===== src/rtl/subneg_bus_pkg.sv =====
// subneg_bus_pkg: definitions shared by the subneg core, the memory bus sequencer and any
// memory-side model that talks over the multiplexed 8-bit address/data pins.
//   - BUS_W                   : address/data width on the pins
//   - BUS_OE_IN / BUS_OE_OUT  : pin output-enable patterns (release / drive)
//   - bus_state_e             : sequencer state encoding
package subneg_bus_pkg;

    localparam int unsigned BUS_W = 8;
    localparam int unsigned CNT_W = 4;

    localparam logic [BUS_W-1:0] BUS_OE_IN  = 8'h00;
    localparam logic [BUS_W-1:0] BUS_OE_OUT = 8'hFF;

    typedef enum logic [2:0] {
        StIdle,
        StAddr,
        StAhold,
        StRd,
        StWsetup,
        StWpulse,
        StWhold
    } bus_state_e;

endpackage


===== src/rtl/subneg_mem_bus.sv =====
// subneg_mem_bus: bus-master sequencer between the subneg core and external memory on the
// shared multiplexed address/data pins. Takes one read or write request at a time over a
// valid/ready handshake, runs the LE address-latch phase followed by the MOE read or MWE
// write strobe phase, and returns a one-cycle rsp_valid pulse (with rsp_rdata on reads).
//
// Ports:
//   clk, reset            clock, synchronous active-high reset
//   req_valid/req_ready   request handshake (ready only while idle)
//   req_we/addr/wdata     request fields, latched at the accept edge
//   rsp_valid/rsp_rdata   completion pulse; rsp_rdata holds the last read value
//   bus_out/bus_oe/bus_in pin data out, pin output enables, pin data in
//   le/moe/mwe            address-latch enable, memory output enable, memory write enable
//
// Every output is a flop whose next value is decoded from the next state, so the pins
// change cleanly on clock edges.
module subneg_mem_bus
    import subneg_bus_pkg::*;
#(
    parameter int unsigned WAIT_CYCLES = 1,
    parameter int unsigned WE_CYCLES   = 1
) (
    input  logic             clk,
    input  logic             reset,
    input  logic             req_valid,
    output logic             req_ready,
    input  logic             req_we,
    input  logic [BUS_W-1:0] req_addr,
    input  logic [BUS_W-1:0] req_wdata,
    output logic             rsp_valid,
    output logic [BUS_W-1:0] rsp_rdata,
    output logic [BUS_W-1:0] bus_out,
    output logic [BUS_W-1:0] bus_oe,
    input  logic [BUS_W-1:0] bus_in,
    output logic             le,
    output logic             moe,
    output logic             mwe
);

    localparam logic [CNT_W-1:0] RdLoad = CNT_W'(WAIT_CYCLES - 1);
    localparam logic [CNT_W-1:0] WeLoad = CNT_W'(WE_CYCLES - 1);

    bus_state_e       state_q, state_d;
    logic [CNT_W-1:0] cnt_q, cnt_d;
    logic             we_q, we_d;
    logic [BUS_W-1:0] addr_q, addr_d;
    logic [BUS_W-1:0] wdata_q, wdata_d;

    logic             req_ready_q, req_ready_d;
    logic             rsp_valid_q, rsp_valid_d;
    logic [BUS_W-1:0] rsp_rdata_q, rsp_rdata_d;
    logic [BUS_W-1:0] bus_out_q, bus_out_d;
    logic [BUS_W-1:0] bus_oe_q, bus_oe_d;
    logic             le_q, le_d;
    logic             moe_q, moe_d;
    logic             mwe_q, mwe_d;

    always_comb begin
        state_d     = state_q;
        cnt_d       = cnt_q;
        we_d        = we_q;
        addr_d      = addr_q;
        wdata_d     = wdata_q;
        rsp_valid_d = 1'b0;
        rsp_rdata_d = rsp_rdata_q;

        case (state_q)
            StIdle: begin
                // req_ready_q is low in the first cycle after reset, so no accept there.
                if (req_valid && req_ready_q) begin
                    we_d    = req_we;
                    addr_d  = req_addr;
                    wdata_d = req_wdata;
                    state_d = StAddr;
                end
            end
            StAddr:  state_d = StAhold;
            StAhold: begin
                if (we_q) begin
                    state_d = StWsetup;
                end else begin
                    state_d = StRd;
                    cnt_d   = RdLoad;
                end
            end
            StRd: begin
                if (cnt_q == '0) begin
                    state_d     = StIdle;
                    rsp_valid_d = 1'b1;
                    rsp_rdata_d = bus_in;
                end else begin
                    cnt_d = cnt_q - 1'b1;
                end
            end
            StWsetup: begin
                state_d = StWpulse;
                cnt_d   = WeLoad;
            end
            StWpulse: begin
                if (cnt_q == '0) begin
                    state_d = StWhold;
                end else begin
                    cnt_d = cnt_q - 1'b1;
                end
            end
            StWhold: begin
                state_d     = StIdle;
                rsp_valid_d = 1'b1;
            end
            default: state_d = StIdle;
        endcase

        // Output decode from the next state; flops then present it during that state.
        req_ready_d = (state_d == StIdle);
        le_d        = (state_d == StAddr);
        moe_d       = (state_d == StRd);
        mwe_d       = (state_d == StWpulse);
        bus_out_d   = '0;
        bus_oe_d    = BUS_OE_IN;
        case (state_d)
            StAddr, StAhold: begin
                bus_out_d = addr_d;
                bus_oe_d  = BUS_OE_OUT;
            end
            StWsetup, StWpulse, StWhold: begin
                bus_out_d = wdata_d;
                bus_oe_d  = BUS_OE_OUT;
            end
            default: ;
        endcase
    end

    always_ff @(posedge clk) begin
        if (reset) begin
            state_q     <= StIdle;
            cnt_q       <= '0;
            we_q        <= 1'b0;
            addr_q      <= '0;
            wdata_q     <= '0;
            req_ready_q <= 1'b0;
            rsp_valid_q <= 1'b0;
            rsp_rdata_q <= '0;
            bus_out_q   <= '0;
            bus_oe_q    <= BUS_OE_IN;
            le_q        <= 1'b0;
            moe_q       <= 1'b0;
            mwe_q       <= 1'b0;
        end else begin
            state_q     <= state_d;
            cnt_q       <= cnt_d;
            we_q        <= we_d;
            addr_q      <= addr_d;
            wdata_q     <= wdata_d;
            req_ready_q <= req_ready_d;
            rsp_valid_q <= rsp_valid_d;
            rsp_rdata_q <= rsp_rdata_d;
            bus_out_q   <= bus_out_d;
            bus_oe_q    <= bus_oe_d;
            le_q        <= le_d;
            moe_q       <= moe_d;
            mwe_q       <= mwe_d;
        end
    end

    assign req_ready = req_ready_q;
    assign rsp_valid = rsp_valid_q;
    assign rsp_rdata = rsp_rdata_q;
    assign bus_out   = bus_out_q;
    assign bus_oe    = bus_oe_q;
    assign le        = le_q;
    assign moe       = moe_q;
    assign mwe       = mwe_q;

endmodule


===== config.mk =====
export PLATFORM = sky130hd
export DESIGN_NAME = subneg_mem_bus
export DESIGN_NICKNAME = d
export VERILOG_FILES = /design/src/rtl/subneg_bus_pkg.sv /design/src/rtl/subneg_mem_bus.sv
export SDC_FILE = /design/constraint.sdc
export NUM_CORES = 1
export LEC_CHECK = 0
export CORE_ASPECT_RATIO = 1.25
export CORE_MARGIN = 1.5
export CORE_UTILIZATION = 45
export CTS_CLUSTER_SIZE = 12
export DETAILED_ROUTE_END_ITERATION = 8
export PLACE_DENSITY = 0.78
export SETUP_SLACK_MARGIN = 0.02
export SYNTH_ARGS = -nofsm -noshare
export SYNTH_HDL_FRONTEND = slang
export SYNTH_SLANG_ARGS = --single-unit

===== constraint.sdc =====
create_clock -name clk -period 1.8 [get_ports clk]
set_clock_uncertainty 0.1 [all_clocks]
set_input_delay 0.27 -clock clk [delete_from_list [all_inputs] [get_ports clk]]
set_output_delay 0.27 -clock clk [all_outputs]
set_load 0.02 [all_outputs]

==> out/qor.csv, run 1 <==
metric,value,unit
status,"complete, no violations",
global placer's final weighted congestion,0.794,
number of synthesized flops with an enable pin,0,
"commonest non-fill, non-tap cells in the layout","sky130_fd_sc_hd__clkdlybuf4s50_1, sky130_fd_sc_hd__dfxtp_1, sky130_fd_sc_hd__nor2_1",
CP max FO,8,
cells after synthesis,188,
detailed-route DRC error count,0,
GRT Overall Usage,18.9,%
endpoint class of the critical path,output port,
DRT Wirelength,3790,um
core outline area,0.00378,mm2
number of optimization iterations in the first detailed-route pass,4,
mux contribution to synthesized area,9.50,%
power consumption,0.00351,W
number of H-tree levels,2,
number of port buffers,56,
count of inserted antenna diode cells,0,
type of the worst min-delay path,flop to flop,
Synth Area in XOR/XNOR,0,%
sequential-to-total area share from yosys stat,51.4,%
residual overflow from global routing,0,
master of the slowest instance on the critical path,sky130_fd_sc_hd__clkdlybuf4s50_1,
number of endpoints with negative hold slack in the final report,0,
combined area of all synthesized cells,0.00179,mm2
synthesized-area fraction occupied by and/or/nand/nor cells,17.7,%
Synth async-reset ratio,0,%
final critical-path required period,1.73,ns
vias in the first global route,1421,
maximum buffer depth of the clock tree,2,
detailed-route vias per instance,4.98,
VDD IR-drop max,798,uV
start point of the critical path,bus_oe[6],
worst r2r src,cnt_q[1],
area fraction in compound gates after synthesis,12.1,%
period utilization,96.0,%
Clock Pin Slew Worst Setup and Hold Paths,0.08,ns
Rel. slew slack,74.2,%
top cell family by delay on the critical path,buffers and inverters,
max-cap violations,0,
count of yosys warnings during synthesis,0,
top cell type's share of synthesized area,51.4,%
total placed cells including tap cells,290,
clock sink total,46,
area growth from synthesis to layout,44.0,%
max-slew violations,0,
unrepaired setup endpoints after global routing,false,
library cell occupying the most area in the post-synthesis netlist,sky130_fd_sc_hd__dfxtp_1,
wire per inst,12.6,um
measured slew at the worst slew-check pin,0.383,ns
number of nets in the layout,274,
total number of vias,1495,
number of buffers added by the clock tree synthesis step,5,
max incr delay on CP,0.64,ns
Initial DRC Count,48,
post-synth net total,217,
buffer type at the clock tree root,sky130_fd_sc_hd__clkbuf_8,
number of antenna violations at the first check in global routing,0,
syn_area_per_cell,9.52,um2
fin cells,300,
DRT antenna net count,0,
crit path buf inv count,1,
Post-Synth Adder-Cell Area,0.699,%
Die Area,0.00437,mm2
timing-limited maximum frequency,578,MHz
TritonCTS clock tree,built,
Arrival @ worst endpoint,1.36,ns
Initial Utilization,47.3,%
number of different library cells in the post-synthesis netlist,35,
wire length of the first global-routing pass,6220,um
number of top-level pins,57,
final-layout worst hold slack,0.355,ns
required time at the endpoint of the critical path,1.43,ns
"Critical Path, Cell by Cell",clkdlybuf4s50_1,
leading register cell type out of synthesis,sky130_fd_sc_hd__dfxtp_1,
synthesis-stage register bit count,46,
worst min-delay path startpoint,rsp_rdata[1],
die width,59.4,um
type of element launching the critical path,flop,
startpoint-to-endpoint class of the critical path,flop to output port,
power density cells,1360,mW/mm2
hold_buf cts,0,
"leading cell type in the layout, fill and taps excluded",sky130_fd_sc_hd__clkdlybuf4s50_1,
pin count of the biggest net entering global routing,20,
row cnt,25,
clock latency reported for the late side of the worst-skew pair,0.30,ns
top area cells in the synthesized netlist,"sky130_fd_sc_hd__dfxtp_1, sky130_fd_sc_hd__mux2i_1, sky130_fd_sc_hd__a21oi_1, sky130_fd_sc_hd__nor2_1, sky130_fd_sc_hd__buf_4",
Die Y-Extent,73.5,um
final setup violation count,0,
Leak Pwr,1.02,nW
placed wire-length estimate after detailed placement,2650,um
largest family of logic cells by synthesized area,simple AND/OR/NAND/NOR gates,
share of post-route cells with drive strength above 1,12.6,%
==> area by class of cell <==
class	instances	area, um2
Inverter	5	18.8
Multi-Input combinational cell	117	737
Timing Repair Buffer	70	688
Sequential cell	46	925
Tap cell	54	67.6
Fill cell	294	1210
Clock buffer	6	82.6
Clock inverter	2	60.1
==> registers in the layout, summed over array words and instances, names as in the netlist <==
name       count
rsp_valid      1
state_q        3
le             1
mwe            1
moe            1
bus_oe         1
req_ready      1
cnt_q          4
we_q           1
bus_out        8
addr_q         8
wdata_q        8
rsp_rdata      8
==> synth_stat cells (2+ instances only) <==
master / number
sky130_fd_sc_hd__nand3_1: 10
sky130_fd_sc_hd__buf_2: 3
sky130_fd_sc_hd__a21oi_1: 17
sky130_fd_sc_hd__dfxtp_1: 46
sky130_fd_sc_hd__nor2_1: 21
sky130_fd_sc_hd__or4_1: 3
sky130_fd_sc_hd__buf_4: 8
sky130_fd_sc_hd__nor3_1: 2
sky130_fd_sc_hd__o21a_1: 3
sky130_fd_sc_hd__nand2_1: 12
sky130_fd_sc_hd__buf_6: 2
sky130_fd_sc_hd__nor4_1: 2
sky130_fd_sc_hd__nor3b_1: 2
sky130_fd_sc_hd__o21ai_0: 4
sky130_fd_sc_hd__o22ai_1: 8
sky130_fd_sc_hd__clkbuf_1: 5
sky130_fd_sc_hd__inv_1: 5
sky130_fd_sc_hd__mux2i_1: 17
sky130_fd_sc_hd__a21o_1: 2
==> what timing repair did <==
item / in CTS / in global routing
setup buffers: 2 / 0
endpoints found under the setup margin: 1 / 21
pin swaps: 0 / 1
gates resized for setup: 0 / 10
==> metal layers <==
layer,part of all wire (%),track usage [%],vias up
li1,-,-,759
met1,43,22.0,682
met2,51,32.2,49
met3,5.5,6.51,5
met4,1.4,6.06,0
met5,0,0,-
==> power breakdown <==
| part | switching [W] | total, W | leakage [nW] | internal, W |
|---|---|---|---|---|
| logic | 0.000628 | 0.00127 | 0.569 | 0.000641 |
| registers | 0.000129 | 0.00131 | 0.375 | 0.00118 |
| clock network | 0.000342 | 0.000934 | 0.0714 | 0.000592 |
==> final timing paths <==
kind / endpoint / slack [ns] / cells past startpoint
hold reg to reg: rsp_rdata[1] / 0.35 / 2
setup / recovery: bus_oe[1] / 0.07 / 1
hold / removal: rsp_rdata[1] / 0.35 / 2
setup reg to reg: cnt_q[2] / 0.10 / 6
==> cells by family (layout without fill, tap and decap cells) <==
logic type               after synthesis  count (layout)
AND/OR/NAND/NOR                       62              62
flip-flops                            46              46
AO/OA/AOI/OAI                         37              37
buffers and inverters                 25              83
multiplexers                          17              17
adder cells (fa/ha/maj)                1               1
==> per-stage QoR <==
step           area (um2)  util (%)  TNS [ns]  worst slack, ns
5_1_grt              2580      68.1         0           0.0180
6_report             2580      68.1         0           0.0713
2_1_floorplan        1790         -         0            0.165
3_5_place_dp         2390      63.2   -0.0412          -0.0290
3_3_place_gp         2390      63.2         0          0.00153
4_1_cts              2550      67.4         0           0.0341
Note: power is estimated with default switching activity, not from simulation.
==> run 2: changes to the inputs <==
Settings changed: GPL_TIMING_DRIVEN set to 0.
==> run 2 against run 1 <==
Maximum frequency up 0.88%. Register-to-register slack about the same. Sequential cell count stayed put. Largest cell class unchanged. Largest power group is now combinational cells.
==> out/qor.csv, run 2 (synthesized netlist as in run 1, its figures left out) <==
metric,value,unit,change
Worst R2R Setup Slack,0.09,ns,about the same
Initial DRC Count,94,,+96%
row cnt,25,,unchanged
residual overflow from global routing,0,,unchanged
count of inserted antenna diode cells,0,,unchanged
final instance area,0.00263,mm2,+1.9%
wire length of the first global-routing pass,5860,um,-5.8%
number of top-level pins,57,,unchanged
global placer's final weighted congestion,0.780,,-1.8%
power density cells,1290,mW/mm2,-5.6%
final setup violation count,0,,unchanged
endpoint with the worst hold slack,req_ready,,
Post-Place Setup Slack,-0.0724,ns,-0.0434 ns
die width,59.4,um,unchanged
post-layout util,69.5,%,+1.3 points
power consumption,0.00338,W,-3.8%
DRT Wirelength,3840,um,+1.4%
core outline area,0.00378,mm2,unchanged
max-slew violations,0,,unchanged
startpoint-to-endpoint class of the critical path,flop to flop,,
clock sink total,46,,unchanged
TritonCTS clock tree,built,,
Clock Pin Slew Worst Setup and Hold Paths,0.09,ns,about the same
Die Area,0.00437,mm2,unchanged
final critical-path required period,1.71,ns,-0.0152 ns
required time at the endpoint of the critical path,1.88,ns,+0.45 ns
worst min-delay path startpoint,reset,,
unrepaired setup endpoints after global routing,true,,
"leading cell type in the layout, fill and taps excluded",sky130_fd_sc_hd__clkdlybuf4s50_1,,
max-cap violations,0,,unchanged
number of buffers added by the clock tree synthesis step,5,,unchanged
number of port buffers,55,,-1.8%
clock latency reported for the late side of the worst-skew pair,0.30,ns,about the same
"commonest non-fill, non-tap cells in the layout","sky130_fd_sc_hd__clkdlybuf4s50_1, sky130_fd_sc_hd__dfxtp_1, sky130_fd_sc_hd__nor2_1",,
share of post-route cells with drive strength above 1,18.9,%,+6.3 points
GRT Overall Usage,17.7,%,-1.3 points
number of antenna violations at the first check in global routing,0,,unchanged
wire per inst,12.5,um,-1.3%
cell with the most instances on the worst path,sky130_fd_sc_hd__buf_6,,
Rel. slew slack,67.9,%,-6.2 points
dpl cell area,0.00241,mm2,+0.68%
hold_buf cts,0,,unchanged
endpoint class of the critical path,flop,,
Leak Pwr,1.00,nW,-1.4%
DRT antenna net count,0,,unchanged
Die Y-Extent,73.5,um,unchanged
CP max FO,10,,+2
area growth from synthesis to layout,46.8,%,
detailed-route DRC error count,0,,unchanged
number of endpoints with negative hold slack in the final report,0,,unchanged
Worst Slack Setup Final,0.0865,ns,+0.0152 ns
VDD IR-drop max,887,uV,+11%
buffer type at the clock tree root,sky130_fd_sc_hd__clkbuf_8,,
Initial Utilization,47.3,%,unchanged
hold path depth,2,,unchanged
type of the worst min-delay path,input port to flop,,
period utilization,95.2,%,-0.84 points
number of optimization iterations in the first detailed-route pass,4,,unchanged
number of nets in the layout,282,,+2.9%
timing-limited maximum frequency,584,MHz,+0.88%
maximum buffer depth of the clock tree,2,,unchanged
worst r2r dst,bus_out[2],,
number of H-tree levels,2,,unchanged
type of element launching the critical path,flop,,
max incr delay on CP,0.31,ns,-0.33 ns
detailed-route vias per instance,4.99,,+0.20%
"Critical Path, Cell by Cell",buf_6 -> nor3_4 -> and3_4 -> buf_6 -> buf_12 -> mux2i_1 -> o22ai_1,,
master of the slowest instance on the critical path,sky130_fd_sc_hd__dfxtp_1,,
pin count of the biggest net entering global routing,16,,-20%
Arrival @ worst endpoint,1.79,ns,+0.43 ns
placed wire-length estimate after detailed placement,2660,um,+0.70%
status,"complete, no violations",,
total number of vias,1538,,+2.9%
worst reg2reg path depth,7,,+1
vias in the first global route,1319,,-7.2%
worst r2r src,state_q[1],,
measured slew at the worst slew-check pin,0.481,ns,+0.0978 ns
[run 2: worst max path at each step]
stage | end | start | slack [ns] | cells past startpoint
2_1_floorplan | bus_out[6] | state_q[1] | 0.17 | 7
3_3_place_gp | bus_out[6] | req_valid | -0.07 | 6
3_5_place_dp | bus_out[1] | req_valid | -0.07 | 6
4_1_cts | bus_oe[2] | bus_oe[6] | 0.01 | 2
5_1_grt | req_ready | cnt_q[0] | -0.004 | 7
6_report | bus_out[2] | state_q[1] | 0.09 | 7
[run 2: layer usage]
metal  vias up  global-route usage (%)  wire [um]
met5         -                       0          0
met4         0                    6.82         59
met3         5                    5.28        201
met2        47                    28.8       1870
met1       711                    21.6       1710
li1        775                       -          -
[run 2: worst max-delay path, delay by kind of cell, from the launching register on]
kind / cells / cell delay, ns
and+or+nand+nor: 2 / 0.42
DFF: 1 / 0.31
muxes: 1 / 0.24
buffers and inverters: 3 / 0.41
AOI/OAI and AO/OA: 1 / 0.11
[run 2: area by class of cell]
class                           instances  area [um2]
Fill cell                             300        1160
Sequential cell                        46         926
Multi-Input combinational cell        117         808
Timing Repair Buffer                   59         576
Buffer                                 19         145
Clock buffer                            5        68.8
Tap cell                               54        67.6
Clock inverter                          3        18.8
Inverter                                5        18.8
[run 2: stage by stage]
step / hold WS (ns) / setup TNS (ns) / cells
after detailed placement: 0.352 / -0.578 / 297
final: 0.324 / 0 / 308
after CTS: 0.300 / 0 / 307
after global routing: 0.378 / -0.00438 / 308
after floorplan: 0.306 / 0 / 188
after global placement: 0.342 / -0.429 / 297
[run 2: power breakdown]
part           internal, W  total (W)  switching (W)
Combinational     0.000759    0.00146       0.000702
Clock             0.000273   0.000621       0.000347
Sequential         0.00118    0.00130       0.000114
Total              0.00222    0.00338        0.00116
[run 2: what timing repair did]
action                     4_1_cts  5_1_grt
setup buffers                    2        2
resized for setup                7       28
pin swaps                        0        2
setup endpoints to repair       15       31
